File: src/rtl/id_stage_sb.sv
// Decode stage with valid/ready handshakes, an internal register file and a
// per-register scoreboard. Optional macro WB_BYPASS_EN forwards write-back data into the decode.
module id_stage_sb #(
    parameter int XLEN = 32,
    parameter int AW   = 4,
    parameter int PCW  = 16
) (
    input  logic                 clk,
    input  logic                 rst,
    input  logic                 in_valid_i,
    output logic                 in_ready_o,
    input  logic [31:0]          inst_i,
    input  logic [PCW-1:0]       pc_i,
    input  logic                 flush_i,
    output logic                 out_valid_o,
    input  logic                 out_ready_i,
    output logic [5:0]           out_ctrl_o,
    output logic                 out_und_o,
    output logic                 out_rsv_o,
    output logic                 out_immf_o,
    output logic [XLEN-1:0]      out_imm_o,
    output logic [XLEN-1:0]      out_rd_value_o,
    output logic [XLEN-1:0]      out_rs_value_o,
    output logic [AW-1:0]        out_rd_addr_o,
    output logic [6:0]           out_opcode_o,
    output logic [PCW-1:0]       out_pc_o,
    input  logic                 wb_i,
    input  logic [AW-1:0]        wb_r_i,
    input  logic [XLEN-1:0]      wb_data_i,
    output logic [(1<<AW)-1:0]   sb_busy_o,
    output logic [15:0]          stall_cnt_o
);

    localparam int NREG = 1 << AW;

    function automatic logic [XLEN-1:0] ext_imm(input logic [15:0] imm, input logic zext);
        logic signed [15:0] simm;
        simm = imm;
        if (zext)
            return {{(XLEN-16){1'b0}}, imm};
        return {{(XLEN-16){simm[15]}}, simm};
    endfunction

    function automatic logic [15:0] sat_inc(input logic [15:0] v);
        return (v == 16'hFFFF) ? v : v + 16'd1;
    endfunction

    logic [6:0]      opcode;
    logic [AW-1:0]   rd_a;
    logic [AW-1:0]   rs_a;
    logic [5:0]      dec_ctrl;
    logic            dec_und;
    logic            dec_rsv;
    logic            dec_zext;
    logic            dec_jump;
    logic            dec_reader;
    logic            byp_rd;
    logic            byp_rs;
    logic            hazard;
    logic            accept;
    logic [XLEN-1:0] rd_val;
    logic [XLEN-1:0] rs_val;

    logic            out_valid_q, out_valid_d;
    logic [5:0]      ctrl_q, ctrl_d;
    logic            und_q, und_d;
    logic            rsv_q, rsv_d;
    logic            immf_q, immf_d;
    logic [XLEN-1:0] imm_q, imm_d;
    logic [XLEN-1:0] rd_value_q, rd_value_d;
    logic [XLEN-1:0] rs_value_q, rs_value_d;
    logic [AW-1:0]   rd_addr_q, rd_addr_d;
    logic [6:0]      opcode_q, opcode_d;
    logic [PCW-1:0]  pc_q, pc_d;
    logic [NREG-1:0] sb_q, sb_d;
    logic [15:0]     stall_q, stall_d;
    logic [XLEN-1:0] rf_q [NREG];
    logic [XLEN-1:0] rf_d [NREG];

    assign opcode = inst_i[31:25];
    assign rd_a   = inst_i[20 +: AW];
    assign rs_a   = inst_i[16 +: AW];

    always_comb begin
        dec_ctrl = 6'b000000;
        dec_und  = 1'b0;
        dec_rsv  = 1'b0;
        dec_zext = 1'b0;
        dec_jump = 1'b0;
        case (opcode)
            7'h00, 7'h01, 7'h02, 7'h03, 7'h05, 7'h06, 7'h07: begin
                dec_ctrl = 6'b100000;
                dec_rsv  = 1'b1;
            end
            7'h04: dec_ctrl = 6'b100000;
            7'h08, 7'h09, 7'h0A, 7'h0C, 7'h0D: begin
                dec_ctrl = 6'b001000;
                dec_rsv  = 1'b1;
                dec_zext = 1'b1;
            end
            7'h10, 7'h11, 7'h12, 7'h13: begin
                dec_ctrl = 6'b010000;
                dec_rsv  = 1'b1;
            end
            7'h16, 7'h17: dec_rsv = 1'b1;
            7'h18: begin
                dec_ctrl = 6'b000100;
                dec_rsv  = 1'b1;
            end
            7'h19:        dec_ctrl = 6'b000010;
            7'h1C, 7'h1D: dec_ctrl = 6'b000001;
            7'h1E, 7'h1F: dec_jump = 1'b1;
            default:      dec_und  = 1'b1;
        endcase
    end

    assign dec_reader = ~dec_und & ~dec_jump;

`ifdef WB_BYPASS_EN
    assign byp_rd = wb_i & (wb_r_i == rd_a);
    assign byp_rs = wb_i & (wb_r_i == rs_a);
`else
    assign byp_rd = 1'b0;
    assign byp_rs = 1'b0;
`endif

    // A write-back landing this cycle on a busy operand resolves the hazard only when forwarded.
    assign hazard = dec_reader & ((sb_q[rd_a] & ~byp_rd) | (sb_q[rs_a] & ~byp_rs));
    assign rd_val = byp_rd ? wb_data_i : rf_q[rd_a];
    assign rs_val = byp_rs ? wb_data_i : rf_q[rs_a];

    assign in_ready_o = (~out_valid_q | out_ready_i) & ~hazard & ~flush_i;
    assign accept     = in_valid_i & in_ready_o;

    always_comb begin
        out_valid_d = out_valid_q;
        ctrl_d      = ctrl_q;
        und_d       = und_q;
        rsv_d       = rsv_q;
        immf_d      = immf_q;
        imm_d       = imm_q;
        rd_value_d  = rd_value_q;
        rs_value_d  = rs_value_q;
        rd_addr_d   = rd_addr_q;
        opcode_d    = opcode_q;
        pc_d        = pc_q;
        if (accept) begin
            out_valid_d = 1'b1;
            ctrl_d      = dec_ctrl;
            und_d       = dec_und;
            rsv_d       = dec_rsv;
            immf_d      = inst_i[24];
            imm_d       = ext_imm(inst_i[15:0], dec_zext);
            rd_value_d  = rd_val;
            rs_value_d  = rs_val;
            rd_addr_d   = rd_a;
            opcode_d    = opcode;
            pc_d        = pc_i;
        end else if (flush_i || out_ready_i) begin
            out_valid_d = 1'b0;
        end
    end

    // Clears first, then the new reservation, so a same-register set beats a clear.
    always_comb begin
        sb_d = sb_q;
        if (wb_i)
            sb_d[wb_r_i] = 1'b0;
        if (flush_i && out_valid_q && rsv_q)
            sb_d[rd_addr_q] = 1'b0;
        if (accept && dec_rsv)
            sb_d[rd_a] = 1'b1;
    end

    always_comb begin
        stall_d = stall_q;
        if (in_valid_i && hazard && !flush_i)
            stall_d = sat_inc(stall_q);
    end

    always_comb begin
        rf_d = rf_q;
        if (wb_i)
            rf_d[wb_r_i] = wb_data_i;
    end

    always_ff @(posedge clk or posedge rst) begin
        if (rst) begin
            out_valid_q <= 1'b0;
            ctrl_q      <= '0;
            und_q       <= 1'b0;
            rsv_q       <= 1'b0;
            immf_q      <= 1'b0;
            imm_q       <= '0;
            rd_value_q  <= '0;
            rs_value_q  <= '0;
            rd_addr_q   <= '0;
            opcode_q    <= '0;
            pc_q        <= '0;
            sb_q        <= '0;
            stall_q     <= '0;
            for (int i = 0; i < NREG; i++)
                rf_q[i] <= '0;
        end else begin
            out_valid_q <= out_valid_d;
            ctrl_q      <= ctrl_d;
            und_q       <= und_d;
            rsv_q       <= rsv_d;
            immf_q      <= immf_d;
            imm_q       <= imm_d;
            rd_value_q  <= rd_value_d;
            rs_value_q  <= rs_value_d;
            rd_addr_q   <= rd_addr_d;
            opcode_q    <= opcode_d;
            pc_q        <= pc_d;
            sb_q        <= sb_d;
            stall_q     <= stall_d;
            for (int i = 0; i < NREG; i++)
                rf_q[i] <= rf_d[i];
        end
    end

    assign out_valid_o    = out_valid_q;
    assign out_ctrl_o     = ctrl_q;
    assign out_und_o      = und_q;
    assign out_rsv_o      = rsv_q;
    assign out_immf_o     = immf_q;
    assign out_imm_o      = imm_q;
    assign out_rd_value_o = rd_value_q;
    assign out_rs_value_o = rs_value_q;
    assign out_rd_addr_o  = rd_addr_q;
    assign out_opcode_o   = opcode_q;
    assign out_pc_o       = pc_q;
    assign sb_busy_o      = sb_q;
    assign stall_cnt_o    = stall_q;

endmodule

File: config.mk
export PLATFORM = sky130hd
export DESIGN_NAME = id_stage_sb
export DESIGN_NICKNAME = d
export VERILOG_FILES = /design/src/rtl/id_stage_sb.sv
export SDC_FILE = /design/constraint.sdc
export NUM_CORES = 2
export LEC_CHECK = 0
export CORE_ASPECT_RATIO = 2
export CORE_MARGIN = 1.5
export CORE_UTILIZATION = 30
export CTS_BUF_LIST = sky130_fd_sc_hd__clkbuf_2
export DETAILED_ROUTE_END_ITERATION = 6
export GPL_TIMING_DRIVEN = 0
export PLACE_DENSITY_LB_ADDON = 0.3
export SLEW_MARGIN = 25
export SYNTH_ARGS = -nofsm -noshare
export SYNTH_HDL_FRONTEND = slang
export SYNTH_SLANG_ARGS = --single-unit
File: constraint.sdc
create_clock -name clk -period 34 [get_ports clk]
set_input_delay 6.8 -clock clk [delete_from_list [all_inputs] [get_ports clk]]
set_output_delay 6.8 -clock clk [all_outputs]
set_load 0.1 [all_outputs]
After elaboration in Yosys (flattened, before gate mapping)
Cells that the tools add are included.
{"block": "word_totals", "ff_bits": 677, "output_inout_bits": 166, "wordCells": 140}
{"block": "classes", "mux": 33, "order_cmp": 11, "n_addsub": 1, "reduce_logical": 21, "bitwise": 20, "n_eq_ne": 25}
{"cell": "bitwise mux 512 bit", "n": 1}
{"cell": "binary-select mux 32 bit (select 4 bit)", "n": 2}
{"cell": "2-to-1 mux 32 bit", "n": 7}
{"cell": "demux 32 bit (select 4 bit)", "n": 1}
{"cell": "== test 7 x 5 -> 1 bit (second input constant)", "n": 12}
{"cell": "2-to-1 mux 16 bit", "n": 3}
{"cell": "one-hot mux 6 bit (6 select lines)", "n": 1}
{"cell": "== test 7 x 4 -> 1 bit (second input constant)", "n": 5}
{"cell": "AND 16 bit", "n": 2}
{"cell": "inverter 16 bit", "n": 2}
{"cell": "== test 7 x 3 -> 1 bit (second input constant)", "n": 4}
{"cell": "OR reduction 25 bit", "n": 1}
{"cell": "less-than comparator 4 x 5 -> 1 bit (second input constant)", "n": 4}
{"cell": "OR reduction 19 bit", "n": 1}
{"cell": "adder 16 x 1 -> 16 bit (second input constant)", "n": 1}
{"cell": "== test 16 bit (second input constant)", "n": 1}
{"cell": "bitwise OR 16 bit", "n": 1}
{"cell": ">= comparator 5 bit (second input constant)", "n": 3}
{"cell": "inverter 4 -> 5 bit", "n": 3}
{"cell": "== test 7 x 2 -> 1 bit (second input constant)", "n": 2}
{"cell": "2-to-1 mux 1 bit", "n": 13}
{"cell": "demux 1 bit (select 4 bit)", "n": 3}
{"cell": ">= comparator 4 x 1 -> 1 bit (second input constant)", "n": 3}
{"cell": "logical AND 1 bit", "n": 9}
{"cell": "15 further kinds", "n": 26}

Longest topological paths before layout
{"block": "logic_depth", "depth_word": 12, "ltp_mapped": 9, "mapped_depth_nobuf": 6}

Worst setup path before layout
Ideal clock, no wire load.
{"block": "synth_path", "path_type": "input-to-output", "startpoint": "input port inst_i[20]", "endpoint": "output port in_ready_o", "t_arrival_ps": 10299, "path_buffers": 2, "setup_slack_ps": 16901, "stages": 7, "cell_sequence": "buf_2 -> mux4_2 -> nand3_1 -> nand4_1 -> o21a_2 -> buf_1 -> nor3_1"}
{"block": "synth_via", "elab_chain_cells": 7}
{"element": "start, declared", "line_no": "12", "rtl": "input logic [31:0] inst_i,"}
{"element": "binary-select mux 1 bit (select 4 bit)", "line_no": "128", "rtl": "assign hazard = dec_reader & ((sb_q[rd_a] & ~byp_rd) | (sb_q[rs_a] & ~byp_rs));"}
{"element": "2-to-1 mux 1 bit (implied by the code)", "line_no": "128"}
{"element": "bitwise OR 1 bit", "line_no": "128"}
{"element": "AND 1 bit", "line_no": "128"}
{"element": "inverter 1 bit", "line_no": "132", "rtl": "assign in_ready_o = (~out_valid_q | out_ready_i) & ~hazard & ~flush_i;"}
{"element": "AND 1 bit (2 in a row)", "line_no": "132"}
{"element": "end, declared", "line_no": "11", "rtl": "output logic in_ready_o,"}
No other way between the ends. The select of a mux whose other input is x is not followed.

Final worst setup path
Same ends and word-level chain as after synthesis.

==> flow_summary.yaml <==
worst_setup_path:
  worst_path_most_repeated_cell: "clkdlybuf4s50_1"
  worstSetupPathType: "in -> out"
  setup_crit_end_kind: "primary output"
  worst_path_max_delay_cell: "clkdlybuf4s50_1"
  cpLargestDelayFamily: "buffers and inverters"
  critical_path.max_fanout: 10
  number_of_buffers_and_inverters_on_the_critical_path: 4
  required_ns: 27.20
  crit_path_dat_ns: 10.49
  critical-path-max-stage-delay_ns: 1.19
  crit_path_cell_trace: "clkdlybuf4s50_1 > buf_2 > mux4_2 > nand3_1 > nand4_1 > o21a_2 > buf_1 > nor3_1 > clkdlybuf4s50_1"
  worst_setup_path_start_kind: "input port"
synthesis:
  postSynth.asyncResetShare_pct: 100
  synth_enable_flop_cells: 0
  postSynth.topFlopCell: "dfrtp_1"
  yosysMostFrequentCell: "dfrtp_1"
  post_synthesis_cell_type_with_the_largest_combined_area: "dfrtp_1"
  synth.distinct_cells: 47
  yosys.area.top_type_share_pct: 50.1
  syn_area_sq_um: 33100
  synth_nets: 2084
  postSynthRegisterBits: 662
  synth.avg_cell_area_sq_um: 16.6
  post_synth_inst_count: 1993
  ys_top_cells_by_area: "dfrtp_1, mux4_2, mux2_2"
  seq_area_frac_synth_pct: 50.1
  synth.top_cells.by_count: "dfrtp_1, mux2_2, mux4_2"
  yosysWarnings: 0
floorplan:
  fp.dieArea_sq_um: 112000
  floorplan.die.width_um: 238
  floorplan.io_pins: 256
  start_util_pct: 30.2
  core-area_sq_um: 110000
  row_count: 172
  die_h_um: 472
place:
  detailed_place_hpwl_mm: 79.3
  globalplace.congestion: 0.826
  dp_worst_setup_slack_ns: 16.67
  portBuffers: 249
timing:
  setup_violations: 0
  relSlewSlack_pct: 21.3
  maxSlewViolCount: 0
  hold_viol_final: 0
  finalWorstSetupSlack_ns: 16.72
  max_freq_mhz: 57.9
  unrepaired_setup_endpoints_after_global_routing: "no"
  worstMarginPinSlew_ns: 1.18
  finalCritPeriodShare_pct: 50.8
  final_period_minus_worst_setup_slack_ns: 17.29
  fin_setup_tns_ns: 0
  timing.clock.skew_ns: 0.0876
clock_tree:
  max-clock-path-buffers: 3
  cts.clk_slew.worst_paths_ns: 0.11
  cts_htree_levels: 4
  worst_skew_pair.late_latency_ns: 1.43
  cts.hold.buffers_added: 0
  cts_setup_buffers: 0
  clock-sinks: 662
  cts_buf_count: 153
  ctsResizeCount: 0
  cts.root.buffer_cell: "clkbuf_2"
  tritoncts: "yes"
pwr:
  p_clk_share_pct: 20.8
  switching_share_pct: 40.0
  irDropWorstVdd_uv: 41.3
  internal_power_contribution_w: 0.00157
  power.switching_w: 0.00105
  power.density_cell_area_nw_per_um2: 67.3
  pwr-share-seq_pct: 42.3
  total_power_consumption_of_the_routed_design_w: 0.00262
  portion_of_total_power_attributed_to_combinational_logic_pct: 37.0
  p_leak_nw: 16.0
worst_hold_path:
  hold_path.class: "reg -> reg"
detailed_routing:
  final_routed_wirelength_mm: 112
  post_drt_wl_per_cell_um: 28.5
  vias_per_cell: 5.43
  drt-pass1-iter-count: 5
  vias: 21300
  drt_iter0_markers: 1301
  drt_drc_violations_left: 0
  route.antenna.remaining_nets: 0
layout:
  layout-area-overhead-vs-synth_pct: 18.0
  final_layout_size_suffix_gt1_share_pct: 50.7
  net_count_final: 2497
grt:
  grt_pass1_wl_mm: 164
  grt_start_max_net_pins: 103
  number_of_antenna_violations_at_the_first_check_in_global_routing: 12
  grt-ovfl-total: 0
  vias_in_the_first_global_route: 23900
  grtUsageTotal_pct: 20.2
run:
  cap_viol_max_count: 0
outcome:
  status: "complete, no violations"
-- per-layer routing --
layer	vias to the layer above	wire, um	GRT usage (%)
met5	-	108	0
met4	18	5720	10.6
met3	333	6700	4.58
met2	843	61300	37.6
met1	11500	38100	20.8
li1	8659	-	-
-- power by group through the flow --
stage	clock network, W	logic (W)	registers (W)
6_report	0.000545	0.000970	0.00111
5_1_grt	0.000602	0.00101	0.00114
4_1_cts	0.000567	0.000980	0.00111
3_5_place_dp	0	0.000977	0.00112
3_3_place_gp	0	0.000960	0.00110
2_1_floorplan	0	0.000413	0.00141
-- through the flow --
stage | hold WS [ns] | area (sq um) | util [%] | cells
global route | 0.518 | 39000 | 35.6 | 3922
finish | 0.494 | 39000 | 35.6 | 3923
global placement | 0.466 | 37300 | 34.0 | 3634
detailed placement | 0.473 | 37600 | 34.3 | 3643
CTS | 0.501 | 39000 | 35.6 | 3918
floorplan | 0.491 | 33100 | - | 1993
-- layout by cell type (no fill, tap or decap), drive strengths merged, types with 3 or more instances in the layout --
master	instances
and3	5
buf	77
bufinv	3
clkbuf	352
clkdlybuf4s50	249
clkinv	35
clkinvlp	3
dfrtp	662
diode	5
inv	11
mux2	622
mux2i	3
mux4	328
nand2	11
nand2b	11
nand3	17
nand3b	7
nand4	10
nor2	24
nor2b	5
nor3	7
nor4	8
o21ai	23
o221ai	9
o2bb2ai	4
o311ai	4
xnor2	6
xor2	9
-- state kept, by name, indices dropped and copies added, names as in the netlist --
name            flops
out_ctrl_o          6
out_rd_addr_o       4
stall_cnt_o        16
rf_q              512
out_rsv_o           1
out_immf_o          1
out_pc_o           16
out_opcode_o        7
out_und_o           1
sb_busy_o          16
out_rd_value_o     32
out_valid_o         1
out_imm_o          17
out_rs_value_o     32
-- cell families (layout without fill, tap and decap cells) --
kind of cell    count (synthesis)  count (layout)  share of synthesized area, %
buf+inv                       197             730                          2.73
compound gates                 51              51                          1.07
other cells                     0               5                             0
xor+xnor                       15              15                         0.397
flops                         662             662                          50.1
simple gates                  114             114                          1.91
mux                           953             953                          43.7
fa+ha+maj                       1               1                        0.0378
-- final cells by class --
class / instances / area, sq um
Fill cell: 10300 / 70500
Sequential cell: 662 / 16600
Multi-Input combinational cell: 1134 / 15600
Timing Repair Buffer: 258 / 2710
Tap cell: 1392 / 1740
Clock buffer: 228 / 1140
Buffer: 192 / 932
Clock inverter: 47 / 277
Inverter: 5 / 26.3
Antenna cell: 5 / 12.5
-- final timing paths --
check / start / end / slack (ns) / cells after the start
hold / removal: out_ctrl_o[0] / out_ctrl_o[0] / 0.49 / 1
min in group asynchronous: rst / out_rd_value_o[2] / 5.82 / 2
setup reg to reg: sb_busy_o[7] / out_rs_value_o[3] / 31.18 / 8
max in group asynchronous: rst / out_rs_value_o[14] / 24.99 / 8
setup / recovery: inst_i[20] / in_ready_o / 16.72 / 9
hold reg to reg: out_ctrl_o[0] / out_ctrl_o[0] / 0.49 / 1
Power figures use the tool's default switching activity.
